`src/rtl/sad_best_match_pkg.sv`:
```
// rtl/sad_best_match_pkg.sv - shared widths, SAD pipe latency and FSM encoding
// Purpose: constants shared by the SAD best-match reducer, its interface and
//          the testbench; two-state search FSM encoding.
// Ports:   none (package).
package sad_best_match_pkg;

  localparam int SAD_W_DEF   = 14;  // 8x8 block of 8-bit pixels
  localparam int MV_W_DEF    = 16;  // {dx[7:0], dy[7:0]}, opaque here
  localparam int CNT_W_DEF   = 8;
  localparam int SAD_LATENCY = 6;   // SAD tree depth, pixels in -> sad out

  typedef enum logic {
    ST_IDLE   = 1'b0,
    ST_SEARCH = 1'b1
  } state_t;

endpackage

```
`src/rtl/sad_best_match_if.sv`:
```
// rtl/sad_best_match_if.sv - candidate/SAD input and result handshake bundle
// Purpose: groups the candidate tag inputs, the SAD pipe output and the
//          valid/ready result port of sad_best_match.
// Ports (slave = reducer view):
//   in : cand_valid, cand_first, cand_last, cand_mv, sad, res_ready
//   out: res_valid, res_sad, res_mv, res_count, res_overrun
interface sad_best_match_if
  import sad_best_match_pkg::*;
#(
  parameter int SAD_W = SAD_W_DEF,
  parameter int MV_W  = MV_W_DEF,
  parameter int CNT_W = CNT_W_DEF
);

  logic             cand_valid;
  logic             cand_first;
  logic             cand_last;
  logic [MV_W-1:0]  cand_mv;
  logic [SAD_W-1:0] sad;
  logic             res_valid;
  logic             res_ready;
  logic [SAD_W-1:0] res_sad;
  logic [MV_W-1:0]  res_mv;
  logic [CNT_W-1:0] res_count;
  logic             res_overrun;

  modport slave (
    input  cand_valid, cand_first, cand_last, cand_mv, sad, res_ready,
    output res_valid, res_sad, res_mv, res_count, res_overrun
  );

  modport master (
    output cand_valid, cand_first, cand_last, cand_mv, sad, res_ready,
    input  res_valid, res_sad, res_mv, res_count, res_overrun
  );

endinterface

```
`src/rtl/sad_tag_delay.sv`:
```
// rtl/sad_tag_delay.sv - fixed-depth tag shift register with asynchronous clear
// Purpose: delays a W-bit tag by DEPTH clocks so it lines up with the SAD
//          pipe output; never stalls.
// Ports:
//   clk  in  1      clock
//   aclr in  1      asynchronous active-high clear of every stage
//   din  in  W      tag entering the pipe this cycle
//   dout out W      tag entered DEPTH clocks earlier
module sad_tag_delay #(
  parameter int W     = 1,
  parameter int DEPTH = 1
) (
  input  logic         clk,
  input  logic         aclr,
  input  logic [W-1:0] din,
  output logic [W-1:0] dout
);

  logic [W-1:0] stage [DEPTH];

  always_ff @(posedge clk or posedge aclr) begin
    if (aclr) begin
      for (int i = 0; i < DEPTH; i++) stage[i] <= '0;
    end else begin
      stage[0] <= din;
      for (int i = 1; i < DEPTH; i++) stage[i] <= stage[i-1];
    end
  end

  assign dout = stage[DEPTH-1];

endmodule

```
`src/rtl/sad_best_match.sv`:
```
// rtl/sad_best_match.sv - minimum-SAD tracker over a search window with result handshake
// Purpose: aligns candidate tags with the SAD pipe output, keeps the smallest
//          SAD (earliest wins ties) and its motion vector per window, and
//          presents the winner on a one-entry valid/ready result register.
// Ports:
//   clk  in  1   clock
//   aclr in  1   asynchronous active-high reset
//   bus  slave modport of sad_best_match_if (candidate tags, sad, result port)
module sad_best_match
  import sad_best_match_pkg::*;
#(
  parameter int SAD_W   = SAD_W_DEF,
  parameter int LATENCY = SAD_LATENCY,
  parameter int MV_W    = MV_W_DEF,
  parameter int CNT_W   = CNT_W_DEF
) (
  input logic             clk,
  input logic             aclr,
  sad_best_match_if.slave bus
);

  localparam int TAG_W = 3 + MV_W;

  logic [TAG_W-1:0] tag_in;
  logic [TAG_W-1:0] tag_out;
  logic             d_valid;
  logic             d_first;
  logic             d_last;
  logic [MV_W-1:0]  d_mv;

  // first/last are masked here so an invalid cycle can never open or close a window.
  assign tag_in = {bus.cand_valid,
                   bus.cand_valid & bus.cand_first,
                   bus.cand_valid & bus.cand_last,
                   bus.cand_mv};

  sad_tag_delay #(.W(TAG_W), .DEPTH(LATENCY)) u_tag_delay (
    .clk  (clk),
    .aclr (aclr),
    .din  (tag_in),
    .dout (tag_out)
  );

  assign {d_valid, d_first, d_last, d_mv} = tag_out;

  state_t           state;
  logic [SAD_W-1:0] best_sad;
  logic [MV_W-1:0]  best_mv;
  logic [CNT_W-1:0] count;
  logic [SAD_W-1:0] nxt_sad;
  logic [MV_W-1:0]  nxt_mv;
  logic [CNT_W-1:0] nxt_count;
  logic             take;
  logic             close;
  logic             accept;

  // Running best including the current sample; also the value loaded into
  // the result register when the sample closes the window.
  always_comb begin
    nxt_sad   = best_sad;
    nxt_mv    = best_mv;
    nxt_count = count;
    if (d_first) begin
      nxt_sad   = bus.sad;
      nxt_mv    = d_mv;
      nxt_count = CNT_W'(1);
    end else begin
      if (count != {CNT_W{1'b1}}) nxt_count = count + 1'b1;
      if (bus.sad < best_sad) begin
        nxt_sad = bus.sad;
        nxt_mv  = d_mv;
      end
    end
  end

  // A non-first sample with no open window is dropped entirely.
  assign take   = d_valid & (d_first | (state == ST_SEARCH));
  assign close  = take & d_last;
  assign accept = bus.res_valid & bus.res_ready;

  always_ff @(posedge clk or posedge aclr) begin
    if (aclr) begin
      state           <= ST_IDLE;
      best_sad        <= '0;
      best_mv         <= '0;
      count           <= '0;
      bus.res_valid   <= 1'b0;
      bus.res_sad     <= '0;
      bus.res_mv      <= '0;
      bus.res_count   <= '0;
      bus.res_overrun <= 1'b0;
    end else begin
      if (take) begin
        best_sad <= nxt_sad;
        best_mv  <= nxt_mv;
        count    <= nxt_count;
        state    <= d_last ? ST_IDLE : ST_SEARCH;
      end
      // A new result wins over a same-cycle handshake; overrun only flags a
      // result that was still pending and not being taken this cycle.
      if (close) begin
        bus.res_valid   <= 1'b1;
        bus.res_sad     <= nxt_sad;
        bus.res_mv      <= nxt_mv;
        bus.res_count   <= nxt_count;
        bus.res_overrun <= bus.res_valid & ~bus.res_ready;
      end else if (accept) begin
        bus.res_valid   <= 1'b0;
        bus.res_overrun <= 1'b0;
      end
    end
  end

endmodule

```
`src/flat_wrapper.sv`:
```
// flat-port wrapper written by rule: the top's interface ports become plain ports
module sad_best_match_flat import sad_best_match_pkg::*;
#(
  parameter int SAD_W   = SAD_W_DEF,
  parameter int LATENCY = SAD_LATENCY,
  parameter int MV_W    = MV_W_DEF,
  parameter int CNT_W   = CNT_W_DEF
)
  (clk, aclr, bus_cand_valid, bus_cand_first, bus_cand_last, bus_cand_mv, bus_sad, bus_res_ready, bus_res_valid, bus_res_sad, bus_res_mv, bus_res_count, bus_res_overrun);
  sad_best_match_if #(.SAD_W(SAD_W), .MV_W(MV_W), .CNT_W(CNT_W)) bus_i ();
  input logic clk;
  input logic aclr;
  input wire logic [$bits(bus_i.cand_valid)-1:0] bus_cand_valid;
  input wire logic [$bits(bus_i.cand_first)-1:0] bus_cand_first;
  input wire logic [$bits(bus_i.cand_last)-1:0] bus_cand_last;
  input wire logic [$bits(bus_i.cand_mv)-1:0] bus_cand_mv;
  input wire logic [$bits(bus_i.sad)-1:0] bus_sad;
  input wire logic [$bits(bus_i.res_ready)-1:0] bus_res_ready;
  output wire logic [$bits(bus_i.res_valid)-1:0] bus_res_valid;
  output wire logic [$bits(bus_i.res_sad)-1:0] bus_res_sad;
  output wire logic [$bits(bus_i.res_mv)-1:0] bus_res_mv;
  output wire logic [$bits(bus_i.res_count)-1:0] bus_res_count;
  output wire logic [$bits(bus_i.res_overrun)-1:0] bus_res_overrun;
  assign bus_i.cand_valid = bus_cand_valid;
  assign bus_i.cand_first = bus_cand_first;
  assign bus_i.cand_last = bus_cand_last;
  assign bus_i.cand_mv = bus_cand_mv;
  assign bus_i.sad = bus_sad;
  assign bus_i.res_ready = bus_res_ready;
  assign bus_res_valid = bus_i.res_valid;
  assign bus_res_sad = bus_i.res_sad;
  assign bus_res_mv = bus_i.res_mv;
  assign bus_res_count = bus_i.res_count;
  assign bus_res_overrun = bus_i.res_overrun;
  sad_best_match #(.SAD_W(SAD_W), .LATENCY(LATENCY), .MV_W(MV_W), .CNT_W(CNT_W)) u_core (.clk(clk), .aclr(aclr), .bus(bus_i));
endmodule
```
`config.mk`:
```
export PLATFORM = sky130hd
export DESIGN_NAME = sad_best_match_flat
export DESIGN_NICKNAME = d
export VERILOG_FILES = /design/src/rtl/sad_best_match_pkg.sv /design/src/rtl/sad_best_match_if.sv /design/src/rtl/sad_tag_delay.sv /design/src/rtl/sad_best_match.sv /design/src/flat_wrapper.sv
export SDC_FILE = /design/constraint.sdc
export NUM_CORES = 1
export LEC_CHECK = 0
export BUFFER_PORTS_ARGS = -buffer_cell sky130_fd_sc_hd__buf_2
export CORE_ASPECT_RATIO = 0.9
export CORE_MARGIN = 2
export CORE_UTILIZATION = 58
export DETAILED_ROUTE_END_ITERATION = 10
export PLACE_DENSITY = 0.79
export SLEW_MARGIN = 30
export SYNTH_ARGS = -nofsm -noshare
export SYNTH_HDL_FRONTEND = slang
export SYNTH_SLANG_ARGS = --single-unit
```
`constraint.sdc`:
```
create_clock -name clk -period 9.3 [get_ports clk]
set_input_delay 1.86 -clock clk [delete_from_list [all_inputs] [get_ports clk]]
set_output_delay 1.86 -clock clk [all_outputs]
set_load 0.01 [all_outputs]
```
; Word level (Yosys, flattened, before mapping)
; Index checks and enable logic that the tools add are counted.
[totals]
out_inout_bits = 40
register_bits = 193
[classes]
magnitude_cmp = 1
n_mux = 10
n_eq_ne = 1
n_reduce_logical = 1
bitwise_logic = 8
addsub = 1
[ops]
columns = operator, count
row1 = $mux W16, 2
row2 = $mux W14, 2
row3 = $mux W8, 2
row4 = $lt A14 B14 Y1, 1
row5 = $add A8 B1 Y8 const B, 1
row6 = $ne A8 B8 Y1 const B, 1
row7 = $and A1 B1 Y1, 6
row8 = $mux W1, 4
row9 = $reduce_bool A2 Y1, 1
row10 = $not A1 Y1, 1
row11 = $or A1 B1 Y1, 1

; Depth between registers and ports, before layout
[logic_depth]
depth_word = 4
ltp_mapped = 8
ltp_nobuf = 7

; By module
; Synthesis repeated with hierarchy kept, for this count alone.
[hier_totals]
cells_unflattened = 619
hier_area_um2 = 7632.3
[by_module_without_submodules]
columns = mod, instances, area_each_um2, cells_per_inst
row1 = sad_best_match, 1, 4633.2, 485
row2 = sad_tag_delay, 1, 2999.1, 134

; Worst setup path before layout
; No wires, ideal clock.
[synth_path]
kind = input-to-reg
start = input port bus_sad[13]
end = register u_core.best_mv[0]
required_time_ns = 9.175
setup_slack_ns = 5.582
path_buffers = 2
arrival_ns = 3.592
path_stages = 7
cell_sequence = ha_1 nand4_1 or4_4 buf_6 o211ai_4 buf_6 mux2_4
[synth_via]
elab_chain_len = 3
[synth_rtl]
columns = element, line_no
row1 = from (decl), flat_wrapper.sv:17  ; input wire logic [$bits(bus_i.sad)-1:0] bus_sad;
row2 = $lt A14 B14 Y1, sad_best_match.sv:69  ; if (bus.sad < best_sad) begin
row3 = $mux W16, sad_best_match.sv:69
row4 = $mux W16, sad_best_match.sv:63  ; if (d_first) begin
row5 = to (signal assigned), sad_best_match.sv:95  ; best_mv <= nxt_mv;
row6 = to (decl), sad_best_match.sv:48  ; logic [MV_W-1:0] best_mv;
; No other way between the ends.
; A chain may end at the register's enable or synchronous reset.

; Worst setup path after layout
[layout_path]
start = input port bus_sad[13]
end = register u_core.best_sad[10]
[layout_via]
elab_chain_len = 3
[layout_rtl]
columns = element, line_no
row1 = $lt A14 B14 Y1, sad_best_match.sv:69
row2 = $mux W14, sad_best_match.sv:69
row3 = $mux W14, sad_best_match.sv:63
row4 = to (signal assigned), sad_best_match.sv:94  ; best_sad <= nxt_sad;
row5 = to (decl), sad_best_match.sv:47  ; logic [SAD_W-1:0] best_sad;
; No other way between the ends.

==> results.toml <==
[critical_path]
path_cells = "buf_2 > ha_1 > nand4_1 > or4_4 > o211ai_4 > buf_4 > mux2_4"
required_ns = 9.62
cp_num_buf_inv = 2
path_max_fanout = 32
rr_startpoint = "u_core.best_sad[13]$_DFFE_PP0P_"
crit_start = "bus_sad[13]"
path_depth = 7
slowest_stage = "or4_4"
ff2ff_setup_slack_ns = 6.04
critPathCapture = "u_core.best_sad[10]$_DFFE_PP0P_"
crit_family = "simple AND/OR/NAND/NOR gates"
critPathCaptureType = "register"
cp-start-kind = "primary input"
max_stage_delay_ns = 0.75
worstRegToRegCells = 7
critical_path_class = "primary input to register"
timing.rr.end = "u_core.best_sad[10]$_DFFE_PP0P_"
cp_data_arrival_time_ns = 4.70

[clock_network]
clk_pin_slew_worst_paths_ns = 0.07
clk_latency_ns = 0.43
hold_buffers = 0
cts-root-buf = "clkbuf_16"
cts_resized = 0
numClockSinks = 193
ctsLongestPathBuffers = 2
cts_tree = "yes"
htree_levels = 4
cts_buffers = 17
cts_setup_buffers = 0

[outcome]
status = "finished clean"

[sta]
tightest_slew_ns = 0.8022
hold_viol = 0
period_needed_ns = 4.381
slew_viol_final = 0
slew_headroom_pct = 46.16
finClkSkew_ns = 0.007446
fin_crit_sh_pct = 47.10
hold_slack_ns = 0.3463
max_freq_mhz = 228.3
finalSetupViolCount = 0
fin_tns_setup_ns = 0
rsz0062_at_grt = "false"

[worst_hold_path]
min-delay-start = "u_core.u_tag_delay.stage[75]$_DFF_PP0_"
worstHoldPathType = "register to register"

[layout]
syn2layout_area_growth_pct = 15.68
final_cells = 744
fin_nets = 625
drive_above_1_share_pct = 25.17
diodes = 0
finish.utilization_pct = 69.70

[pwr]
swShare_pct = 32.21
clkPwrFrac_pct = 29.7
switchingPower_mw = 0.8210
p_total_mw = 2.549
peakVddDrop_mv = 0.2122
seq_power_share_pct = 45.6
power_density_nw_per_um2 = 316.0
cellInternalPower_mw = 1.728
comb_power_share_pct = 24.7
leakage_nw = 3.781

[synthesis]
syn_inst = 509
synth_top_area_share_pct = 69.26
synth-edff-count = 0
async_flop_share_pct = 100.0
synth.most_common_cell = "dfrtp_1"
synthesis.area_um2 = 6973
yosys.area.top_type = "dfrtp_1"
syn_nets = 559
ys_seq_elements = 193
synth_common_cells = "193 x dfrtp_1, 82 x nand2_1, 30 x mux2_4, 30 x o2111ai_1, 30 x o211ai_1"
synth-warning-count = 0
synth_cell_types = 35
syn_avg_cell_area_um2 = 13.70
seq_area_frac_synth_pct = 69.26
ys.flop_type = "dfrtp_1"
netlist_top_cells_area = "dfrtp_1 69%, mux2_4 6.5%, nand2_1 4.4%"

[grt]
grtUsageTotal_pct = 22.32
antenna_found_initial = 0
grt_overflow = 0
first_global_vias = 4333
grt_pass1_wl_um = 21900
grt_max_degree = 114

[floorplan]
dieArea_um2 = 12920
die_h_um = 108.0
initial_core_util_pct = 60.25
core_area_um2 = 11570
die_x_um = 119.6
rows = 37
io_pins = 76

[route]
first_iter_violations = 390
wire_per_inst_um = 17.62
dr.pass1.iters = 5
drc = 0
viasPerCell = 5.746
num_vias = 4275
drtAntennaViolNets = 0
wl_um = 13110

[placement]
gp_congestion = 0.8464
dp_hpwl_um = 7863
dp_cells = 712
portBuffers = 75

[run]
maxCapViolations = 0
-- cells in the final DEF (no fill, tap or decap), types with 4 or more instances in the layout --
cell type,count
ha_1,14
dfrtp_1,193
o21ai_0,13
and2_1,5
o2111ai_1,30
o211ai_1,30
inv_1,17
mux2_4,30
nor2_1,13
clkbuf_16,17
o31ai_1,4
a21oi_1,12
nand2_1,82
buf_2,75
inv_8,6
-- routing by layer --
| metal | global-route usage, % | up-vias | routed length [um] |
|---|---|---|---|
| met5 | 0 | - | 0 |
| met4 | 10.84 | 0 | 365 |
| met3 | 6.171 | 35 | 822 |
| met2 | 34.73 | 181 | 6366 |
| met1 | 29.48 | 2140 | 5555 |
| li1 | - | 1919 | - |
-- power by group through the flow --
stage | Combinational (mW) | Sequential (mW) | Clock [mW]
6_report | 0.630 | 1.16 | 0.756
5_1_grt | 0.696 | 1.18 | 0.810
4_1_cts | 0.633 | 1.16 | 0.772
3_5_place_dp | 0.627 | 1.17 | 0
3_3_place_gp | 0.593 | 1.15 | 0
2_1_floorplan | 0.418 | 1.17 | 0
-- worst min-delay path by stage --
stage	cells past startpoint	to	slack [ns]
final	0	u_core.u_tag_delay.stage[56]$_DFF_PP0_	0.35
after global routing	0	u_core.u_tag_delay.dout[3]$_DFF_PP0_	0.35
after CTS	0	u_core.u_tag_delay.dout[3]$_DFF_PP0_	0.35
after detailed placement	0	u_core.u_tag_delay.dout[15]$_DFF_PP0_	0.33
after global placement	0	u_core.u_tag_delay.stage[28]$_DFF_PP0_	0.33
after floorplan	0	u_core.u_tag_delay.dout[0]$_DFF_PP0_	0.33
-- kinds of logic after synthesis --
group | synth area share [%]
AO/OA/AOI/OAI | 10.84
XOR/XNOR | 0.5025
adder cells (fa/ha/maj) | 2.512
buffers and inverters | 3.212
flip-flops | 69.26
multiplexers | 6.890
AND/OR/NAND/NOR | 6.783
-- state kept, by name, summed over array words and instances (netlist names) --
register,cells
u_core.state,1
u_core.bus.res_count,8
u_core.count,8
u_core.bus.res_valid,1
u_core.bus.res_sad,14
u_core.bus.res_mv,16
u_core.bus.res_overrun,1
u_core.u_tag_delay.dout,19
u_core.u_tag_delay.stage,95
u_core.best_sad,14
u_core.best_mv,16
-- area by class of cell --
type	count	area, um^2
tap	156	195.2
clock inverter	14	190.2
inverter	18	75.07
fill	762	3507
timing repair buffer	79	409.1
multi-input combinational	266	1928
sequential	193	4830
clock buffer	18	439.2
-- through the flow --
step | setup slack (ns) | instance area [um^2]
final | 4.920 | 8066
after global routing | 4.843 | 8066
after CTS | 4.975 | 8063
after detailed placement | 4.536 | 7433
after global placement | 4.552 | 7431
after floorplan | 2.184 | 6973
Note: power is estimated with default switching activity, not from simulation.
